## config.mk

```make
export PLATFORM = sky130hd
export DESIGN_NAME = cnn_layer_accel_fas_vec_add_ctrl
export DESIGN_NICKNAME = d
export VERILOG_FILES = /design/src/rtl/cnn_layer_accel_FAS_pkg.sv /design/src/rtl/cnn_layer_accel_FAS_wrap_cnt.sv /design/src/rtl/cnn_layer_accel_fas_vec_add_ctrl.sv
export SDC_FILE = /design/constraint.sdc
export NUM_CORES = 1
export LEC_CHECK = 0
export ABC_AREA = 1
export BUFFER_PORTS_ARGS = -buffer_cell sky130_fd_sc_hd__buf_4
export CAP_MARGIN = 15
export CORE_ASPECT_RATIO = 0.5
export CORE_MARGIN = 8
export CORE_UTILIZATION = 58
export CTS_CLUSTER_SIZE = 14
export DETAILED_ROUTE_END_ITERATION = 8
export HOLD_SLACK_MARGIN = 0.02
export PLACE_DENSITY = 0.81
export RECOVER_POWER = 50
export SYNTH_ARGS = -nofsm -noshare
export SYNTH_HDL_FRONTEND = slang
export SYNTH_SLANG_ARGS = --single-unit
```

## constraint.sdc

```tcl
create_clock -name clk_FAS -period 2.4 [get_ports clk_FAS]
set_input_delay 0.12 -clock clk_FAS [delete_from_list [all_inputs] [get_ports clk_FAS]]
set_output_delay 0.12 -clock clk_FAS [all_outputs]
set_load 0.02 [all_outputs]
```

## src/rtl/cnn_layer_accel_FAS_pkg.sv

```systemverilog
// Shared types and constants for the FAS vector-add sequencer.
// The FIFO-requirement helper keeps the mode-to-FIFO mapping in one place.
package cnn_layer_accel_FAS_pkg;

    typedef enum logic [1:0] {
        ST_IDLE = 2'd0,
        ST_RUN  = 2'd1,
        ST_DONE = 2'd2
    } fas_vac_state_t;

    localparam int MODE_PM     = 0;
    localparam int MODE_RM     = 1;
    localparam int MODE_RMCONV = 2;
    localparam int MODE_PV     = 3;

    localparam int NUM_FIFO  = 5;
    localparam int FIFO_CONV = 0;
    localparam int FIFO_PART = 1;
    localparam int FIFO_RESD = 2;
    localparam int FIFO_PREV = 3;
    localparam int FIFO_DWC  = 4;

    function automatic logic [NUM_FIFO-1:0] fifo_req(input logic [3:0] m);
        logic [NUM_FIFO-1:0] r;
        r            = '0;
        r[FIFO_CONV] = m[MODE_PM] | m[MODE_RM];
        r[FIFO_PART] = m[MODE_PM];
        r[FIFO_RESD] = m[MODE_RM] | m[MODE_RMCONV];
        r[FIFO_PREV] = m[MODE_PV];
        r[FIFO_DWC]  = m[MODE_RMCONV] | m[MODE_PV];
        return r;
    endfunction

endpackage

```

## src/rtl/cnn_layer_accel_FAS_wrap_cnt.sv

```systemverilog
// Up-counter that wraps to zero after reaching a programmable end value.
// Synchronous clear takes priority over enable.
module cnn_layer_accel_FAS_wrap_cnt #(
    parameter int C_CNT_WTH = 16
) (
    input  logic                 clk,
    input  logic                 rst,
    input  logic                 clear,
    input  logic                 enable,
    input  logic [C_CNT_WTH-1:0] end_val,
    output logic [C_CNT_WTH-1:0] count,
    output logic                 at_end
);

    logic [C_CNT_WTH-1:0] count_reg;

    assign at_end = (count_reg == end_val);
    assign count  = count_reg;

    always_ff @(posedge clk or posedge rst) begin
        if (rst) begin
            count_reg <= '0;
        end else if (clear) begin
            count_reg <= '0;
        end else if (enable) begin
            count_reg <= at_end ? '0 : count_reg + 1'b1;
        end
    end

endmodule

```

## src/rtl/cnn_layer_accel_fas_vec_add_ctrl.sv

```systemverilog
// Lockstep FIFO pop sequencer for the FAS vector-add stage: issues beats,
// counts depth words and pixels, and pulses process_cmpl at job end.
module cnn_layer_accel_fas_vec_add_ctrl
    import cnn_layer_accel_FAS_pkg::*;
#(
    parameter int C_CNT_WTH = 16
) (
    input  logic                 clk_FAS,
    input  logic                 rst,
    input  logic                 FAS_rdy_n,
    input  logic                 start,
    input  logic [3:0]           mode_cfg,
    input  logic [C_CNT_WTH-1:0] krnl1x1_dpth_end_cfg,
    input  logic [C_CNT_WTH-1:0] pix_end_cfg,
    input  logic                 convMap_fifo_empty,
    input  logic                 partMap_fifo_empty,
    input  logic                 resdMap_fifo_empty,
    input  logic                 prevMap_fifo_empty,
    input  logic                 conv1x1_dwc_fifo_empty,
    output logic                 convMap_fifo_rden,
    output logic                 partMap_fifo_rden,
    output logic                 resdMap_fifo_rden,
    output logic                 prevMap_fifo_rden,
    output logic                 conv1x1_dwc_fifo_rden,
    input  logic                 sum_cons_rdy,
    output logic                 vector_add_pm,
    output logic                 vector_add_rm0,
    output logic                 vector_add_rm1,
    output logic                 vector_add_rm_conv,
    output logic                 vector_add_pv,
    output logic                 pipe_enable,
    output logic                 process_cmpl,
    output logic                 busy
);

    fas_vac_state_t       state_reg, state_next;
    logic [3:0]           mode_reg;
    logic [C_CNT_WTH-1:0] dpth_end_reg;
    logic [C_CNT_WTH-1:0] pix_end_reg;

    logic                 start_acc;
    logic                 in_run;
    logic                 final_beat;
    logic                 cnt_clear;
    logic                 pix_enable;
    logic [C_CNT_WTH-1:0] dpth_cnt, pix_cnt;
    logic                 dpth_at_end, pix_at_end;

    logic [NUM_FIFO-1:0]  req_vec, empty_vec, block_vec, rden_vec;

    assign start_acc = (state_reg == ST_IDLE) & start & ~FAS_rdy_n;
    assign in_run    = (state_reg == ST_RUN);

    always_ff @(posedge clk_FAS or posedge rst) begin
        if (rst) begin
            mode_reg     <= '0;
            dpth_end_reg <= '0;
            pix_end_reg  <= '0;
        end else if (start_acc) begin
            mode_reg     <= mode_cfg;
            dpth_end_reg <= krnl1x1_dpth_end_cfg;
            pix_end_reg  <= pix_end_cfg;
        end
    end

    assign req_vec = fifo_req(mode_reg);

    assign empty_vec[FIFO_CONV] = convMap_fifo_empty;
    assign empty_vec[FIFO_PART] = partMap_fifo_empty;
    assign empty_vec[FIFO_RESD] = resdMap_fifo_empty;
    assign empty_vec[FIFO_PREV] = prevMap_fifo_empty;
    assign empty_vec[FIFO_DWC]  = conv1x1_dwc_fifo_empty;

    // Only FIFOs the current mode consumes may stall the beat or be popped.
    genvar gi;
    generate
        for (gi = 0; gi < NUM_FIFO; gi++) begin : g_fifo
            assign block_vec[gi] = req_vec[gi] & empty_vec[gi];
            assign rden_vec[gi]  = req_vec[gi] & pipe_enable;
        end
    endgenerate

    assign pipe_enable = in_run & sum_cons_rdy & ~FAS_rdy_n & ~(|block_vec);

    assign convMap_fifo_rden     = rden_vec[FIFO_CONV];
    assign partMap_fifo_rden     = rden_vec[FIFO_PART];
    assign resdMap_fifo_rden     = rden_vec[FIFO_RESD];
    assign prevMap_fifo_rden     = rden_vec[FIFO_PREV];
    assign conv1x1_dwc_fifo_rden = rden_vec[FIFO_DWC];

    assign vector_add_pm      = in_run & mode_reg[MODE_PM];
    assign vector_add_rm0     = in_run & mode_reg[MODE_RM] & ~mode_reg[MODE_PM];
    assign vector_add_rm1     = in_run & mode_reg[MODE_RM] & mode_reg[MODE_PM];
    assign vector_add_rm_conv = in_run & mode_reg[MODE_RMCONV];
    assign vector_add_pv      = in_run & mode_reg[MODE_PV];

    assign process_cmpl = (state_reg == ST_DONE);
    assign busy         = (state_reg != ST_IDLE);

    // Pixel counter holds at its end value; the next start clears it.
    assign cnt_clear  = start_acc | FAS_rdy_n;
    assign pix_enable = pipe_enable & dpth_at_end & ~pix_at_end;
    assign final_beat = pipe_enable & (dpth_cnt == dpth_end_reg) & (pix_cnt == pix_end_reg);

    cnn_layer_accel_FAS_wrap_cnt #(.C_CNT_WTH(C_CNT_WTH)) u_dpth_cnt (
        .clk     (clk_FAS),
        .rst     (rst),
        .clear   (cnt_clear),
        .enable  (pipe_enable),
        .end_val (dpth_end_reg),
        .count   (dpth_cnt),
        .at_end  (dpth_at_end)
    );

    cnn_layer_accel_FAS_wrap_cnt #(.C_CNT_WTH(C_CNT_WTH)) u_pix_cnt (
        .clk     (clk_FAS),
        .rst     (rst),
        .clear   (cnt_clear),
        .enable  (pix_enable),
        .end_val (pix_end_reg),
        .count   (pix_cnt),
        .at_end  (pix_at_end)
    );

    always_ff @(posedge clk_FAS or posedge rst) begin
        if (rst) begin
            state_reg <= ST_IDLE;
        end else begin
            state_reg <= state_next;
        end
    end

    always_comb begin
        state_next = state_reg;
        case (state_reg)
            ST_IDLE: if (start_acc) state_next = (mode_cfg == 4'd0) ? ST_DONE : ST_RUN;
            ST_RUN:  if (final_beat) state_next = ST_DONE;
            ST_DONE: state_next = ST_IDLE;
            default: state_next = ST_IDLE;
        endcase
        if (FAS_rdy_n) begin
            state_next = ST_IDLE;
        end
    end

endmodule

```

==> results of run 1 <==
stage by stage:
step	setup slack [ns]	instances	util, %
4_1_cts	0.4331	722	71.21
5_1_grt	0.1808	722	70.90
3_3_place_gp	0.6428	696	65.67
2_1_floorplan	0.5118	552	-
3_5_place_dp	0.5811	696	65.67
6_report	0.3751	722	70.90
cells by family after synthesis:
| logic type | after synthesis | synth area share (%) |
|---|---|---|
| fa+ha+maj | 2 | 0.5951 |
| buf+inv | 93 | 9.434 |
| simple gates | 281 | 30.86 |
| mux | 11 | 2.946 |
| flops | 70 | 41.67 |
| xor+xnor | 32 | 6.667 |
| compound gates | 63 | 7.827 |
how the worst min path moves through the flow:
| stage | from | to | slack (ns) | cells past startpoint |
|---|---|---|---|---|
| floorplan | pix_end_cfg[0] | pix_end_reg[0] | 0.27 | 1 |
| global placement | rst | u_dpth_cnt.count[5] | 0.24 | 2 |
| detailed placement | rst | u_dpth_cnt.count[5] | 0.25 | 2 |
| CTS | krnl1x1_dpth_end_cfg[10] | dpth_end_reg[10] | 0.02 | 3 |
| global route | pix_end_cfg[7] | pix_end_reg[7] | 0.02 | 2 |
| finish | krnl1x1_dpth_end_cfg[11] | dpth_end_reg[11] | 0.03 | 3 |
final cells by class:
cell class | instances | area (um2) | share of cell area [%]
Clock buffer | 15 | 287.8 | 5.650
Inverter | 74 | 279.0 | 5.478
Multi-Input combinational cell | 389 | 2062 | 40.48
Sequential cell | 70 | 1752 | 34.39
Tap cell | 96 | 120.1 | 2.358
Timing Repair Buffer | 78 | 593.1 | 11.64
repair_timing:
item,CTS,global route
setup endpoints to repair,0,0
hold buffers,11,0
buffers inserted,0,0
endpoints found under the hold margin,37,0
cell usage after synthesis (2+ instances only):
library cell	instances	area share [%]
nand3_2	11	2.6
a31oi_1	2	0.30
a21oi_1	38	4.5
nand3_1	32	3.8
nor2_4	4	1.1
nand4_1	22	3.3
o21ai_1	2	0.24
clkbuf_1	4	0.36
inv_2	12	1.1
mux2_2	11	2.9
nor2_2	2	0.30
inv_1	61	5.4
xor2_1	28	5.8
dfrtp_1	70	42
nand2_2	5	0.74
clkbuf_2	2	0.24
nand2_1	120	11
buf_6	2	0.54
nor2_1	71	6.3
o21ai_0	17	2.0
nor3_1	9	1.1
buf_4	2	0.36
buf_2	8	0.95
xnor2_1	4	0.83
ha_1	2	0.60
power groups by stage:
stage	combinational, mW	sequential, mW	clock (mW)
final	1.29	1.71	1.26
after global placement	1.25	1.71	0
after detailed placement	1.29	1.73	0
after global routing	1.47	1.76	1.34
after CTS	1.32	1.71	1.29
after floorplan	0.969	1.67	0
critical path, cell delays in order (launching register included):
cell     delay [ns]
dfrtp_1        0.38
inv_2          0.07
nand2_1        0.14
nor2_2         0.14
inv_1          0.06
nor2_1         0.08
nand4_1        0.30
a21oi_1        0.24
buf_4          0.17
layer usage:
| metal | wire length, um | part of all wire [%] |
|---|---|---|
| met1 | 4333 | 44 |
| met2 | 4937 | 50 |
| met3 | 447 | 4.5 |
| met4 | 144 | 1.5 |
| met5 | 0 | 0 |
==> results.yml, run 1 <==
status:
  status: "complete, no violations"
timing:
  fin_crit_sh_pct: 84.37
  setup_viol: 0
  tightest_slew_ns: 1.134
  finalSetupTns_ns: 0
  fmax_mhz: 493.9
  rsz0062_at_grt: "no"
  finalHoldViolCount: 0
  fin_hold_ws_ns: 0.02711
  slew_headroom_pct: 24.29
  slew_viol_final: 0
  finalClockSkew_ns: 0.003946
  period_needed_ns: 2.025
worst_setup_path:
  cp-endpoint: "resdMap_fifo_rden"
  r2r-start: "u_pix_cnt.count[10]"
  cp.arrival_ns: 1.90
  critical_path_class: "reg -> out"
  crit_path_end_kind: "output pin"
  crit_required_ns: 2.28
  r2r-end: "u_pix_cnt.count[14]"
  worstPathMaxFanout: 7
  rr_worst_depth: 10
  startpoint: "state_reg[1]"
  rrSetupSlack_ns: 0.53
  crit_path_start_kind: "flop"
drt:
  viasPerCell: 5.165
  first_pass_iters: 4
  remaining_drc_errors: 0
  drt-total-wl_mm: 9.863
  drt_iter0_markers: 324
  drtAntennaViolNets: 0
  wl_per_cell_um: 13.66
  vias: 3729
pwr:
  p_int_mw: 2.827
  p_leak_nw: 2.587
  p_seq_share_pct: 40.2
  pwr-share-comb_pct: 30.3
  peakVddDrop_uv: 567.1
  power_mw: 4.270
  clkPwrFrac_pct: 29.6
  swShare_pct: 33.79
  power_density_nw_per_um2: 838.3
  power.switching_mw: 1.443
logic_synthesis:
  synthArstFlopShare_pct: 100.0
  ys_seq_elements: 70
  synthFlopType: "dfrtp_1"
  ys_seq_area_share_pct: 41.67
  syn_nets: 600
  post_synth_num_cell_types: 36
  avgSynthCellArea_um2: 7.616
  synth_edf_count: 0
  synthCells: 552
  syn_area_um2: 4204
  ys_warn_count: 0
grt:
  grt_first_pass_wirelength_mm: 16.44
  overflow: 0
  track_usage_pct: 19.75
  grt_util_met3_pct: 6.447
  antenna_found_initial: 0
  grt-busiest-layer: "met2"
  grt_pass1_vias: 3660
  use_met2_pct: 33.35
  grt_max_degree: 40
  grt_util_met1_pct: 23.29
clocking:
  clock_insertion_delay_worst_skew_ns: 0.33
  cts_tree: "built"
  cts_buffers: 9
  clock_path_buffers: 2
  root_buffer: "clkbuf_16"
  path_clk_slew_ns: 0.05
  htreeDepth: 3
  cts_resized: 0
  cts.sinks: 70
floorplan:
  num_rows: 22
  die_area_um2: 10390
  io_pins: 59
  start_util_pct: 58.52
  die_h_um: 76.20
  die_w_um: 136.4
  core_um2: 7184
layout:
  fin_area_um2: 5094
  num_antenna_cells: 0
  final_cell_mix: "nand2_1 (121), nor2_1 (71), dfrtp_1 (70), inv_1 (61), buf_4 (60)"
  layout-drive-gt1-share_pct: 19.97
  nets: 670
  final_common_cell: "nand2_1"
  num-fill-cells: 603
  areaGrowthSynthToFinish_pct: 21.16
placed_design:
  gp_congestion: 0.8534
  placed_cell_area_um2: 4718
  dp_hpwl_mm: 7.063
  port_buffers: 58
worst_hold_path:
  hold_path_class: "in -> reg"
run:
  maxCapViolations: 0
No activity file was read; power rests on OpenSTA's default activity.
==> run 2, diff against run 1 <==
--- a/config.mk
+++ b/config.mk
@@ -5,16 +5,16 @@
 export SDC_FILE = /design/constraint.sdc
 export NUM_CORES = 1
 export LEC_CHECK = 0
-export ABC_AREA = 1
+export ABC_AREA = 0
 export BUFFER_PORTS_ARGS = -buffer_cell sky130_fd_sc_hd__buf_4
 export CAP_MARGIN = 15
 export CORE_ASPECT_RATIO = 0.5
 export CORE_MARGIN = 8
-export CORE_UTILIZATION = 58
+export CORE_UTILIZATION = 51
 export CTS_CLUSTER_SIZE = 14
 export DETAILED_ROUTE_END_ITERATION = 8
 export HOLD_SLACK_MARGIN = 0.02
-export PLACE_DENSITY = 0.81
+export PLACE_DENSITY = 0.76
 export RECOVER_POWER = 50
 export SYNTH_ARGS = -nofsm -noshare
 export SYNTH_HDL_FRONTEND = slang
==> constraint.sdc (replaced) <==
create_clock -name clk_FAS -period 1.8 [get_ports clk_FAS]
set_input_delay 0.09 -clock clk_FAS [delete_from_list [all_inputs] [get_ports clk_FAS]]
set_output_delay 0.09 -clock clk_FAS [all_outputs]
set_load 0.02 [all_outputs]
==> run 2 against run 1 <==
Effect of this change:
- largest power group is now clock
- final area is 17% higher
- the run now ends with setup timing left
- via count fell by 0.24%
- largest cell class unchanged
- die area shrank 3.1%
- flip-flop and latch count unchanged
- utilization up 18 points
- sequential power grew 30%
- clock skew is 0.0022 ns higher
- worst setup slack got worse by 0.93 ns
- sequential share of layout area decreased by 5.1 points
==> results.yml, run 2 <==
status:
  status: "finished with violations"
  violations: "setup timing"
grt:
  grt_pass1_vias: 3883
  grt_max_degree: 28
  overflow: 0
  grt_first_pass_wirelength_mm: 20.26
  antenna_found_initial: 1
  track_usage_pct: 25.94
clocking:
  clock_path_buffers: 2
  cts.sinks: 70
  htreeDepth: 3
  root_buffer: "clkbuf_16"
  cts_tree: "built"
  cts_buffers: 9
  path_clk_slew_ns: 0.06
  clock_insertion_delay_worst_skew_ns: 0.34
timing:
  fin_hold_ws_ns: 0.1790
  timing.final.ws_setup_ns: -0.5544
  fin_crit_sh_pct: 130.8
  finalHoldViolCount: 0
  slew_headroom_pct: 21.94
  setup_viol: 40
  slew_viol_final: 0
  finalSetupTns_ns: -12.22
  fmax_mhz: 424.7
  rsz0062_at_grt: "yes"
  period_needed_ns: 2.354
  finalClockSkew_ns: 0.006171
  tightest_slew_ns: 1.164
worst_setup_path:
  cp.arrival_ns: 2.57
  crit_required_ns: 2.01
  crit_path_start_kind: "flop"
  critical_path_class: "reg -> reg"
  r2r-end: "u_pix_cnt.count[14]"
  rrSetupSlack_ns: -0.55
  rr_worst_depth: 7
  worstPathMaxFanout: 7
  crit_path_end_kind: "flop"
  r2r-start: "dpth_end_reg[1]"
drt:
  top_layer_used: "met5"
  wl_met3_mm: 1.051
  drt-total-wl_mm: 14.08
  first_pass_iters: 5
  wl_per_cell_um: 23.05
  wl_met1_mm: 5.301
  remaining_drc_errors: 0
  drt_iter0_markers: 392
  wl_met2_mm: 6.945
  vias: 3720
  viasPerCell: 6.088
  drtAntennaViolNets: 0
worst_hold_path:
  whs_endpoint: "state_reg[1]"
  min_path_cells: 3
  hold_path_class: "in -> reg"
  hold_start: "start"
pwr:
  power.switching_mw: 1.773
  p_leak_nw: 2.588
  p_int_mw: 4.337
  power_density_nw_per_um2: 1022
  peakVddDrop_uv: 628.4
  pwr-share-comb_pct: 26.8
  swShare_pct: 29.02
  power_mw: 6.111
  clkPwrFrac_pct: 36.7
  p_seq_share_pct: 36.5
logic_synthesis:
  syn_nets: 382
  synthCells: 334
  yosys.area.top_type: "dfrtp_1"
  yosys.cell_count.top_type: "dfrtp_1"
  ys_seq_elements: 70
  synth_top_area_share_pct: 49.23
  ys_seq_area_share_pct: 49.23
  synth_edf_count: 0
  synthFlopType: "dfrtp_1"
  post_synth_num_cell_types: 41
  avgSynthCellArea_um2: 10.65
  ys_warn_count: 0
  synth_common_cells: "dfrtp_1 (70), mux2_2 (36), nor2_1 (31)"
  syn_area_um2: 3558
  synthArstFlopShare_pct: 100.0
  synth.area.top_cells: "dfrtp_1 (49%), mux2_2 (11%), xor2_1 (6.6%)"
layout:
  final_cell_mix: "buf_4 (118), dfrtp_1 (70), dlygate4sd3_1 (37), mux2_2 (36), xor2_1 (27)"
  final_core_util_pct: 88.86
  areaGrowthSynthToFinish_pct: 67.97
  num_antenna_cells: 0
  fin_cells: 611
  nets: 562
  num-fill-cells: 278
  layout-drive-gt1-share_pct: 49.71
  final_common_cell: "buf_4"
  fin_area_um2: 5977
placed_design:
  gp_congestion: 0.8632
  dpl.cell_count: 533
  placed_cell_area_um2: 4601
  port_buffers: 58
  dp_slack_ns: -0.5966
  dp_hpwl_mm: 6.657
floorplan:
  core_um2: 6726
  die_area_um2: 10070
  num_rows: 21
  die_w_um: 134.1
  die_h_um: 75.07
  io_pins: 59
  start_util_pct: 52.90
run:
  maxCapViolations: 0
==> run 2: kinds of logic after synthesis <==
kind of cell / count (synthesis) / share of synthesized area, %
adders and majority gates: 2 / 0.7031
xor gates and xnor gates: 46 / 11.32
and+or+nand+nor: 124 / 18.00
buffers and inverters: 20 / 2.285
muxes: 40 / 12.52
DFF: 70 / 49.23
AOI/OAI and AO/OA: 32 / 5.943
==> run 2: critical path, cell delays in order (launching register included) <==
cell and delay (ns):
dfrtp_1 0.43, xor2_1 0.18, nor4_1 0.33, nand4_1 0.23
or3_4 0.42, buf_8 0.16, o311ai_2 0.33, o41ai_2 0.14
==> run 2: layer usage <==
metal,global-route usage (%),up-vias
li1,-,1541
met1,29.35,1844
met2,45.52,243
met3,7.190,90
met4,13.07,2
met5,0,-
==> run 2: timing repair <==
action,in CTS,in global routing
endpoints found under the setup margin,35,40
gates resized for setup,78,36
pin swaps,29,19
hold buffers,37,0
hold endpoints to repair,58,0
setup buffers,16,8
gates cloned,1,0
==> run 2: final cells by class <==
class,instances,area (um2),share of cell area (%)
tap,92,115.1,1.926
timing repair buffer,183,1590,26.61
sequential,70,1752,29.31
multi-input combinational,244,2120,35.46
clock buffer,10,239.0,3.998
clock inverter,6,132.6,2.219
inverter,6,28.78,0.4815
==> run 2: power by group through the flow <==
| stage | Combinational [mW] | Sequential, mW | Clock (mW) |
|---|---|---|---|
| global placement | 1.26 | 2.18 | 0 |
| detailed placement | 1.33 | 2.21 | 0 |
| floorplan | 0.859 | 2.16 | 0 |
| CTS | 1.51 | 2.19 | 2.21 |
| global route | 1.73 | 2.26 | 2.32 |
| finish | 1.64 | 2.23 | 2.24 |
==> run 2: how the worst max path moves through the flow <==
stage	endpoint	cells past startpoint	from
CTS	u_pix_cnt.count[15]	7	u_dpth_cnt.count[11]
global route	u_pix_cnt.count[14]	7	dpth_end_reg[1]
global placement	u_pix_cnt.count[15]	7	u_dpth_cnt.count[14]
floorplan	u_pix_cnt.count[6]	7	u_dpth_cnt.count[2]
detailed placement	u_pix_cnt.count[15]	7	dpth_end_reg[7]
finish	u_pix_cnt.count[14]	7	dpth_end_reg[1]
